==> src/rtl/seq_det_pkg.sv <==
// Shared types and default sizing for the parametrised serial pattern detector.
package seq_det_pkg;

  typedef enum logic [1:0] {
    UNCFG = 2'd0,
    HUNT  = 2'd1,
    MATCH = 2'd2
  } state_t;

  localparam int DEF_PAT_W = 8;
  localparam int DEF_CNT_W = 8;

endpackage

==> src/rtl/match_counter.sv <==
// Saturating match counter; a clear always beats an increment in the same cycle.
module match_counter #(
  parameter int CNT_W = 8
) (
  input  logic             clk,
  input  logic             rst,
  input  logic             inc,
  input  logic             clr,
  output logic [CNT_W-1:0] count
);

  // Count up on inc, hold at all-ones, drop to zero on clr.
  always_ff @(posedge clk or posedge rst) begin
    if (rst) begin
      count <= '0;
    end else if (clr) begin
      count <= '0;
    end else if (inc && (count != '1)) begin
      count <= count + CNT_W'(1);
    end
  end

endmodule

==> src/rtl/param_seq_detector.sv <==
// Runtime-loadable serial pattern detector with overlap control and a
// saturating match counter. The match flag is a pure decode of the state
// register, so no input reaches it combinationally.
module param_seq_detector
  import seq_det_pkg::*;
#(
  parameter int PAT_W = DEF_PAT_W,
  parameter int CNT_W = DEF_CNT_W,
  parameter int LEN_W = $clog2(PAT_W) + 1
) (
  input  logic             clk,
  input  logic             rst,
  input  logic             pat_load,
  input  logic [PAT_W-1:0] pat_val,
  input  logic [LEN_W-1:0] pat_len,
  input  logic             overlap,
  input  logic             i,
  input  logic             i_valid,
  input  logic             cnt_clr,
  output logic             o,
  output logic [CNT_W-1:0] match_cnt,
  output logic             cfg_err
);

  state_t           state;
  state_t           state_next;
  logic [PAT_W-1:0] pat;
  logic [PAT_W-1:0] hist;
  logic [PAT_W-1:0] hist_next;
  logic [PAT_W-1:0] mask;
  logic [LEN_W-1:0] len;
  logic [LEN_W-1:0] fill;
  logic [LEN_W-1:0] fill_next;
  logic             load_ok;
  logic             accept;
  logic             hit;

  // Qualify loads and samples, build the shifted history and length mask,
  // and decide whether the incoming sample completes the pattern.
  always_comb begin
    load_ok   = pat_load && (pat_len != '0) && (pat_len <= LEN_W'(PAT_W));
    accept    = i_valid && !pat_load && (state != UNCFG);
    hist_next = (hist << 1) | PAT_W'(i);
    fill_next = (fill < len) ? fill + LEN_W'(1) : len;
    mask      = '0;
    for (int b = 0; b < PAT_W; b++) begin
      mask[b] = (b < int'(len));
    end
    hit = accept && (fill_next == len) && (((hist_next ^ pat) & mask) == '0);
  end

  // State register.
  always_ff @(posedge clk or posedge rst) begin
    if (rst) begin
      state <= UNCFG;
    end else begin
      state <= state_next;
    end
  end

  // Next state: a legal load restarts the hunt from any state; otherwise only
  // an accepted sample moves the machine, so idle cycles hold MATCH.
  always_comb begin
    state_next = state;
    if (load_ok) begin
      state_next = HUNT;
    end else if (accept) begin
      state_next = hit ? MATCH : HUNT;
    end
  end

  // Pattern, history and fill tracking plus the one-cycle config error pulse.
  // A non-overlapping match empties the fill so the next match needs a full
  // fresh pattern's worth of samples.
  always_ff @(posedge clk or posedge rst) begin
    if (rst) begin
      pat     <= '0;
      len     <= '0;
      hist    <= '0;
      fill    <= '0;
      cfg_err <= 1'b0;
    end else begin
      cfg_err <= pat_load && !load_ok;
      if (load_ok) begin
        pat  <= pat_val;
        len  <= pat_len;
        hist <= '0;
        fill <= '0;
      end else if (accept) begin
        hist <= hist_next;
        fill <= (hit && !overlap) ? '0 : fill_next;
      end
    end
  end

  assign o = (state == MATCH);

  match_counter #(
    .CNT_W(CNT_W)
  ) u_match_counter (
    .clk  (clk),
    .rst  (rst),
    .inc  (hit),
    .clr  (cnt_clr),
    .count(match_cnt)
  );

endmodule

==> config.mk <==
export PLATFORM = sky130hd
export DESIGN_NAME = param_seq_detector
export DESIGN_NICKNAME = d
export VERILOG_FILES = /design/src/rtl/seq_det_pkg.sv /design/src/rtl/match_counter.sv /design/src/rtl/param_seq_detector.sv
export SDC_FILE = /design/constraint.sdc
export NUM_CORES = 1
export LEC_CHECK = 0
export CAP_MARGIN = 20
export CORE_MARGIN = 5
export CORE_UTILIZATION = 25
export CTS_CLUSTER_DIAMETER = 80
export CTS_CLUSTER_SIZE = 8
export DETAILED_ROUTE_END_ITERATION = 10
export GPL_ROUTABILITY_DRIVEN = 0
export PLACE_DENSITY = 0.45
export SKIP_LAST_GASP = 1
export SYNTH_ARGS = -nofsm -noshare
export SYNTH_HDL_FRONTEND = slang
export SYNTH_SLANG_ARGS = --single-unit
==> constraint.sdc <==
create_clock -name clk -period 5.2 [get_ports clk]
set_input_delay 1.04 -clock clk [delete_from_list [all_inputs] [get_ports clk]]
set_output_delay 1.04 -clock clk [all_outputs]
set_load 0.01 [all_outputs]
==> metrics.cfg, run 1 <==
[place]
io_buffers=28
place_area_um2=2280
dp_hpwl_um=3200

[floorplan]
dieWidth_um=96.8
placementRows=31
core_um2=7290
chipHeight_um=96.8
die_area_um2=9360
pin_count=29
start_util_pct=25.8

[yosys]
yosys_warnings=0
synthTopCellsByArea=dfrtp_1 (45%), mux2_2 (7.2%), nand2_1 (5.6%)
syn_avg_cell_area_um2=10.1
post-synth-top-area-fraction_pct=45.2
synth_largest_area_cell=dfrtp_1
seq_area_frac_synth_pct=45.2
syn_area_um2=1880
ys_ff_latch=34
synthFlopType=dfrtp_1
synth_cell_types=41
synth_most_common_cell=dfrtp_1
synth_edf_count=0
synth_common_cells=dfrtp_1 (34), nand2_1 (28), mux2_2 (12), xor2_1 (12), nor2_1 (11)
synthesis.nets=210
netlist_instances=186
async_reset_ff_share_pct=100

[setup_path]
critPathCapture=u_match_counter.count[5]
cp_num_buf_inv=2
worstSetupStartpointType=input port
crit_type=input port to register
cp.arrival_ps=3330
reg2regPathDepth=9
rr_endpoint=u_match_counter.count[5]
crit_family=compound AO/OA/AOI/OAI gates
slowest_delay_ps=460
r2r_slack_ps=2570
end_kind=register
crit_path_max_fanout=11
worstPathCellList=clkdlybuf4s50_1 -> inv_1 -> o211a_1 -> o2111ai_1 -> a211oi_4 -> nand3_2 -> or3_1 -> a21oi_1
worst-path-stages=8
required_ps=5400
crit_start=pat_load
cp_slowest_cell=clkdlybuf4s50_1
reg2reg_from=len[3]

[routing]
wl_per_cell_um=13.4
drtIter0Drc=74
first_pass_iters=4
dr_total_vias=1436
drt_wl_total_um=4240
ant_nets=0
route.detailed.drc=0
vias_per_cell=4.53

[grt]
grt_max_degree=35
antenna_found_initial=0
grt_pass1_wl_um=7450
grt_usage_pct=9.82
grt-ovfl-total=0
grt_pass1_vias=1504

[outcome]
status=completed

[timing]
timing.final.crit_share_pct=60.1
fin_skew_ps=2.70
period_minus_slack_ps=3130
slew_headroom_pct=41.9
tightest_slew_ps=867
max_freq_ghz=0.320
setup_tns_ps=0
rsz0062_at_grt=no
hold_viol=0
setup_viol=0
slew_violations=0

[clock_tree]
htreeDepth=2
clock_path_buffers=2
cts_setup_buffers=0
cts_tree=built
worstSkewPairLatency_ps=280
cts_hold_buffers=0
cts-root-buf=clkbuf_8
cts_buffers=5
clk_pin_slew_ps=60
cts_resized=0
clock-sinks=34

[final_layout]
final_nets=243
synthToLayoutAreaGrowth_pct=25.7
final_util_pct=32.4
num_antenna_cells=0
stdcell_area_um2=2360
drive_gt1_share_pct=13.8

[power]
power_mw=0.817
powerDensity_nw_per_um2=345
ir_worst_vdd_mv=0.113
power.leakage_nw=1.03

[hold_path]
hold_depth=2
hp-class=register to register

[run]
cap_viol_max_count=0

tightest hold or removal path, stage by stage (launching register included):
cell and delay [ps]:
dfrtp_1 370, nand2_1 60, nand2_1 50
per-layer routing:
metal | GRT usage [%] | vias to the layer above | part of all wire [%]
li1 | - | 716 | -
met2 | 15.1 | 25 | 44
met1 | 13.1 | 689 | 51
met3 | 3.02 | 6 | 3.6
met4 | 3.24 | 0 | 1.2
met5 | 0 | - | 0
cell usage in the layout, fill, tap and decap left out, types with 5 or more instances in the layout:
cell type	instances
a21oi_1	6
clkbuf_8	6
clkdlybuf4s50_1	28
dfrtp_1	34
ha_1	5
inv_1	9
mux2_2	12
nand2_1	28
nand3_1	10
nor2_1	11
o21ai_0	10
xor2_1	12
stage by stage:
step	worst slack [ps]	cells	hold slack, ps
floorplan	2620	186	480
global placement	1850	311	503
detailed placement	1760	311	504
CTS	2040	317	515
global route	1890	317	544
finish	2070	317	514
worst min path at each step:
stage / from / endpoint / slack (ps)
finish: hist[2] / hist[3] / 510
global route: hist[4] / hist[5] / 540
CTS: hist[2] / hist[3] / 520
detailed placement: hist[4] / hist[5] / 500
global placement: hist[0] / hist[1] / 500
floorplan: hist[0] / hist[1] / 480
power breakdown:
group	internal (mW)	switching, mW
clock	0.102	0.0869
combinational	0.126	0.146
sequential	0.304	0.0515
total	0.532	0.285
final cells by class:
class,instances,area [um2]
fillers,781,4930
multi-input cells,140,986
flip-flops and latches,34,851
repair buffers,29,288
well taps,99,124
clock buffers,6,82.6
inverters,9,33.8
cell families (layout without fill, tap and decap cells):
kind of cell	Yosys count	count (layout)	share of synthesized area, %
mux	14	14	8.24
flops	34	34	45.2
fa+ha+maj	5	5	3.32
compound gates	32	32	12.2
buf+inv	12	44	2.39
xor+xnor	17	17	8.31
simple gates	72	72	20.3
sequential cells by signal (all words and copies together) (netlist names):
signal / count
cfg_err: 1
fill: 4
hist: 7
len: 4
pat: 8
state: 2
u_match_counter.count: 8
Note: power is estimated with default switching activity, not from simulation.
==> run 2: changes to the inputs <==
PLACE_DENSITY = 0.47   (was 0.45)
clock period = 2.55 ns   (was 5.2 ns; I/O delays follow)
==> metrics.cfg, run 2 (synthesized netlist as in run 1, its figures left out) <==
[timing]
hold-worst-slack_ps=517
timing.final.crit_share_pct=90.3
tightest_slew_ps=933
slew_headroom_pct=37.5
setup_viol=0
rsz0062_at_grt=no
setup_slack_ps=248
slew_violations=0
setup_tns_ps=0
period_minus_slack_ps=2300
fin_skew_ps=9.32
hold_viol=0
max_freq_ghz=0.434

[power]
powerDensity_nw_per_um2=731
ir_worst_vdd_mv=0.222
power_mw=1.83
power.leakage_nw=1.12

[clock_tree]
cts_tree=built
htreeDepth=2
clock_path_buffers=2
cts_buffers=5
worstSkewPairLatency_ps=290
cts-root-buf=clkbuf_8
clock-sinks=34
cts_setup_buffers=0
clk_pin_slew_ps=80
cts_hold_buffers=0
cts_resized=0

[final_layout]
final_common_cell=dfrtp_1
drive_gt1_share_pct=20.0
final_util_pct=34.3
synthToLayoutAreaGrowth_pct=33.0
final_nets=258
reg.largest.list=pat: 8 flops, u_match_counter.count: 8 flops, hist: 7 flops
num_antenna_cells=0
stdcell_area_um2=2500
instances_no_fill=334
mostFrequentLayoutCells=dfrtp_1 (34), nand2_1 (28), clkdlybuf4s50_1 (28)

[grt]
grt_pass1_wl_um=7930
grt-ovfl-total=0
grt_max_degree=19
antenna_found_initial=0
grt_usage_pct=10.3
grt_pass1_vias=1600

[run]
cap_viol_max_count=0

[setup_path]
cp_slowest_cell=or4_1
end_kind=register
rr_endpoint=u_match_counter.count[6]
crit_path_max_fanout=4
cp_num_buf_inv=1
worstPathCellList=clkdlybuf4s50_1 -> xor2_1 -> nor3_2 -> o2111ai_1 -> a211oi_4 -> nand2_1 -> or4_1 -> o21ai_1
cp.arrival_ps=2520
reg2reg_from=fill[1]
crit_type=input port to register
reg2regPathDepth=8
crit_family=simple AND/OR/NAND/NOR gates
required_ps=2770
r2r_slack_ps=280
slowest_delay_ps=470
worstSetupStartpointType=input port

[outcome]
status=completed

[routing]
ant_nets=0
wl_per_cell_um=13.4
drtIter0Drc=71
route.detailed.drc=0
dr_total_vias=1489
vias_per_cell=4.46
drt_wl_total_um=4460
first_pass_iters=4

[floorplan]
start_util_pct=25.8
die_area_um2=9360
placementRows=31
core_um2=7290
chipHeight_um=96.8
dieWidth_um=96.8
pin_count=29

[hold_path]
hp-class=register to register
min_to=hist[3]
hold_depth=2
min_from=hist[2]

[place]
place_ws_ps=-56.7
place_area_um2=2390
io_buffers=28
placedCellCount=326
dp_hpwl_um=3420

[run 2: cell types whose count changed in the layout (fill, tap and decap cells not counted), sizes merged]
cell and delta:
clkinv +2, buf +15, clkbuf -1, bufinv +1
[run 2: report_power, final]
part           switching [mW]  internal, mW
Clock                   0.205         0.288
Sequential             0.0757         0.619
Combinational           0.340         0.305
Total                   0.620          1.21
[run 2: tightest hold or removal path: stages, from the launching register on]
cell,delay (ps)
dfrtp_1,380
nand2_1,60
nand2_1,50
[run 2: metal layers]
metal	up-vias	global-route usage, %	wire [um]
met4	0	3.56	51
met3	4	2.37	126
met2	34	15.4	1950
met1	700	14.6	2340
met5	-	0	0
li1	751	-	-
[run 2: how the worst max path moves through the flow]
| stage | slack (ps) | to | from | cells after the start |
|---|---|---|---|---|
| 6_report | 250 | u_match_counter.count[6] | i | 8 |
| 5_1_grt | 90 | u_match_counter.count[5] | fill[1] | 9 |
| 4_1_cts | 250 | u_match_counter.count[6] | i | 8 |
| 3_5_place_dp | -60 | u_match_counter.count[6] | i | 8 |
| 3_3_place_gp | -30 | u_match_counter.count[6] | i | 8 |
| 2_1_floorplan | 280 | u_match_counter.count[6] | len[3] | 9 |
[run 2: layout make-up]
cell class,instances,area (um2)
Sequential cell,34,851
Tap cell,99,124
Clock buffer,5,68.8
Clock inverter,3,40.0
Fill cell,788,4790
Multi-Input combinational cell,140,986
Inverter,9,33.8
Timing Repair Buffer,44,400
==> run 3: changes to the inputs <==
CORE_MARGIN = default   (was 5)
==> metrics.cfg, run 3 (synthesized netlist as in run 1, its figures left out) <==
[outcome]
status=completed

[setup_path]
crit_type=input port to register
worstSetupStartpointType=input port
reg2regPathDepth=9
cp.arrival_ps=2520
crit_path_max_fanout=4
end_kind=register
rr_endpoint=u_match_counter.count[6]
reg2reg_from=len[3]
r2r_slack_ps=270
required_ps=2760

[power]
power.leakage_nw=1.11
ir_worst_vdd_mv=0.225
powerDensity_nw_per_um2=730
power_mw=1.82

[timing]
timing.final.crit_share_pct=90.7
max_freq_ghz=0.433
fin_skew_ps=4.36
setup_viol=0
slew_violations=0
hold_viol=0
period_minus_slack_ps=2310
rsz0062_at_grt=no
tightest_slew_ps=954
slew_headroom_pct=36.1

[hold_path]
hold_depth=2
min_from=hist[0]
hp-class=register to register
min_to=hist[1]

[clock_tree]
cts_tree=built
clock-sinks=34
cts_hold_buffers=0
cts_setup_buffers=0
cts-root-buf=clkbuf_8
worstSkewPairLatency_ps=280
cts_buffers=5
htreeDepth=2
cts_resized=0
clock_path_buffers=2
clk_pin_slew_ps=70

[floorplan]
start_util_pct=25.9
core_um2=7250
pin_count=29
placementRows=31
dieWidth_um=88.8
die_area_um2=7880
chipHeight_um=88.8

[place]
dp_hpwl_um=3270
placedCellCount=324
io_buffers=28

[routing]
route.detailed.drc=0
first_pass_iters=4
dr_total_vias=1476
drtIter0Drc=37
wl_per_cell_um=13.1
ant_nets=0
drt_wl_total_um=4350
vias_per_cell=4.45

[grt]
grt_pass1_wl_um=7170
grt-ovfl-total=0
antenna_found_initial=0
grt_usage_pct=12.2
grt_pass1_vias=1477
grt_max_degree=35

[run]
cap_viol_max_count=0

[final_layout]
drive_gt1_share_pct=18.5
mostFrequentLayoutCells=dfrtp_1 (34), nand2_1 (28), clkdlybuf4s50_1 (28)
instances_no_fill=332
final_nets=256
num_antenna_cells=0
reg.largest.list=pat: 8 flops, u_match_counter.count: 8 flops, hist: 7 flops
synthToLayoutAreaGrowth_pct=32.1
final_common_cell=dfrtp_1
final_util_pct=34.3

run 3: changes by cell type in the layout (fill, tap and decap cells not counted):
cell      previous run  this run
clkbuf_1             0         2
buf_4               16        14
clkinv_2             2         0
run 3: layout make-up:
| class | count | area [um2] |
|---|---|---|
| multi-input combinational | 140 | 986 |
| tap | 99 | 124 |
| inverter | 9 | 33.8 |
| fill | 773 | 4770 |
| clock buffer | 7 | 76.3 |
| timing repair buffer | 42 | 385 |
| sequential | 34 | 851 |
| clock inverter | 1 | 30.0 |
run 3: routing by layer:
metal,vias up,track usage (%),wire (um)
met3,5,3.08,176
met1,698,16.4,2160
met5,-,0,0
met2,25,19.2,1950
met4,0,3.96,57
li1,748,-,-
run 3: how the worst max path moves through the flow:
stage	start	end	slack [ps]	cells past startpoint
2_1_floorplan	len[3]	u_match_counter.count[6]	280	9
3_3_place_gp	i	u_match_counter.count[6]	-50	8
3_5_place_dp	i	u_match_counter.count[6]	-60	8
4_1_cts	i	u_match_counter.count[6]	230	8
5_1_grt	i	fill[1]	90	9
6_report	i	u_match_counter.count[6]	240	8
run 3: worst max-delay path: stages:
cell and delay (ps):
clkdlybuf4s50_1 440, xor2_1 180, nor3_2 220, o2111ai_1 210, a211oi_4 300, nand2_1 110
or4_1 470, o21ai_1 80
run 3: per-stage QoR:
step                      instance area, um2  worst slack, ps  setup TNS [ps]  hold slack [ps]
after floorplan                         1880              279               0              480
after global placement                  2380            -51.7            -161              496
after detailed placement                2380            -58.0            -219              501
after CTS                               2490              230               0              519
after global routing                    2490             85.0               0              542
final                                   2490              238               0              518
run 3: power by group:
part	leakage, nW	internal (mW)	switching, mW	total, mW
Clock	0.0524	0.292	0.192	0.484
Combinational	0.617	0.302	0.337	0.639
Sequential	0.438	0.619	0.0739	0.693
Total	1.11	1.21	0.603	1.82
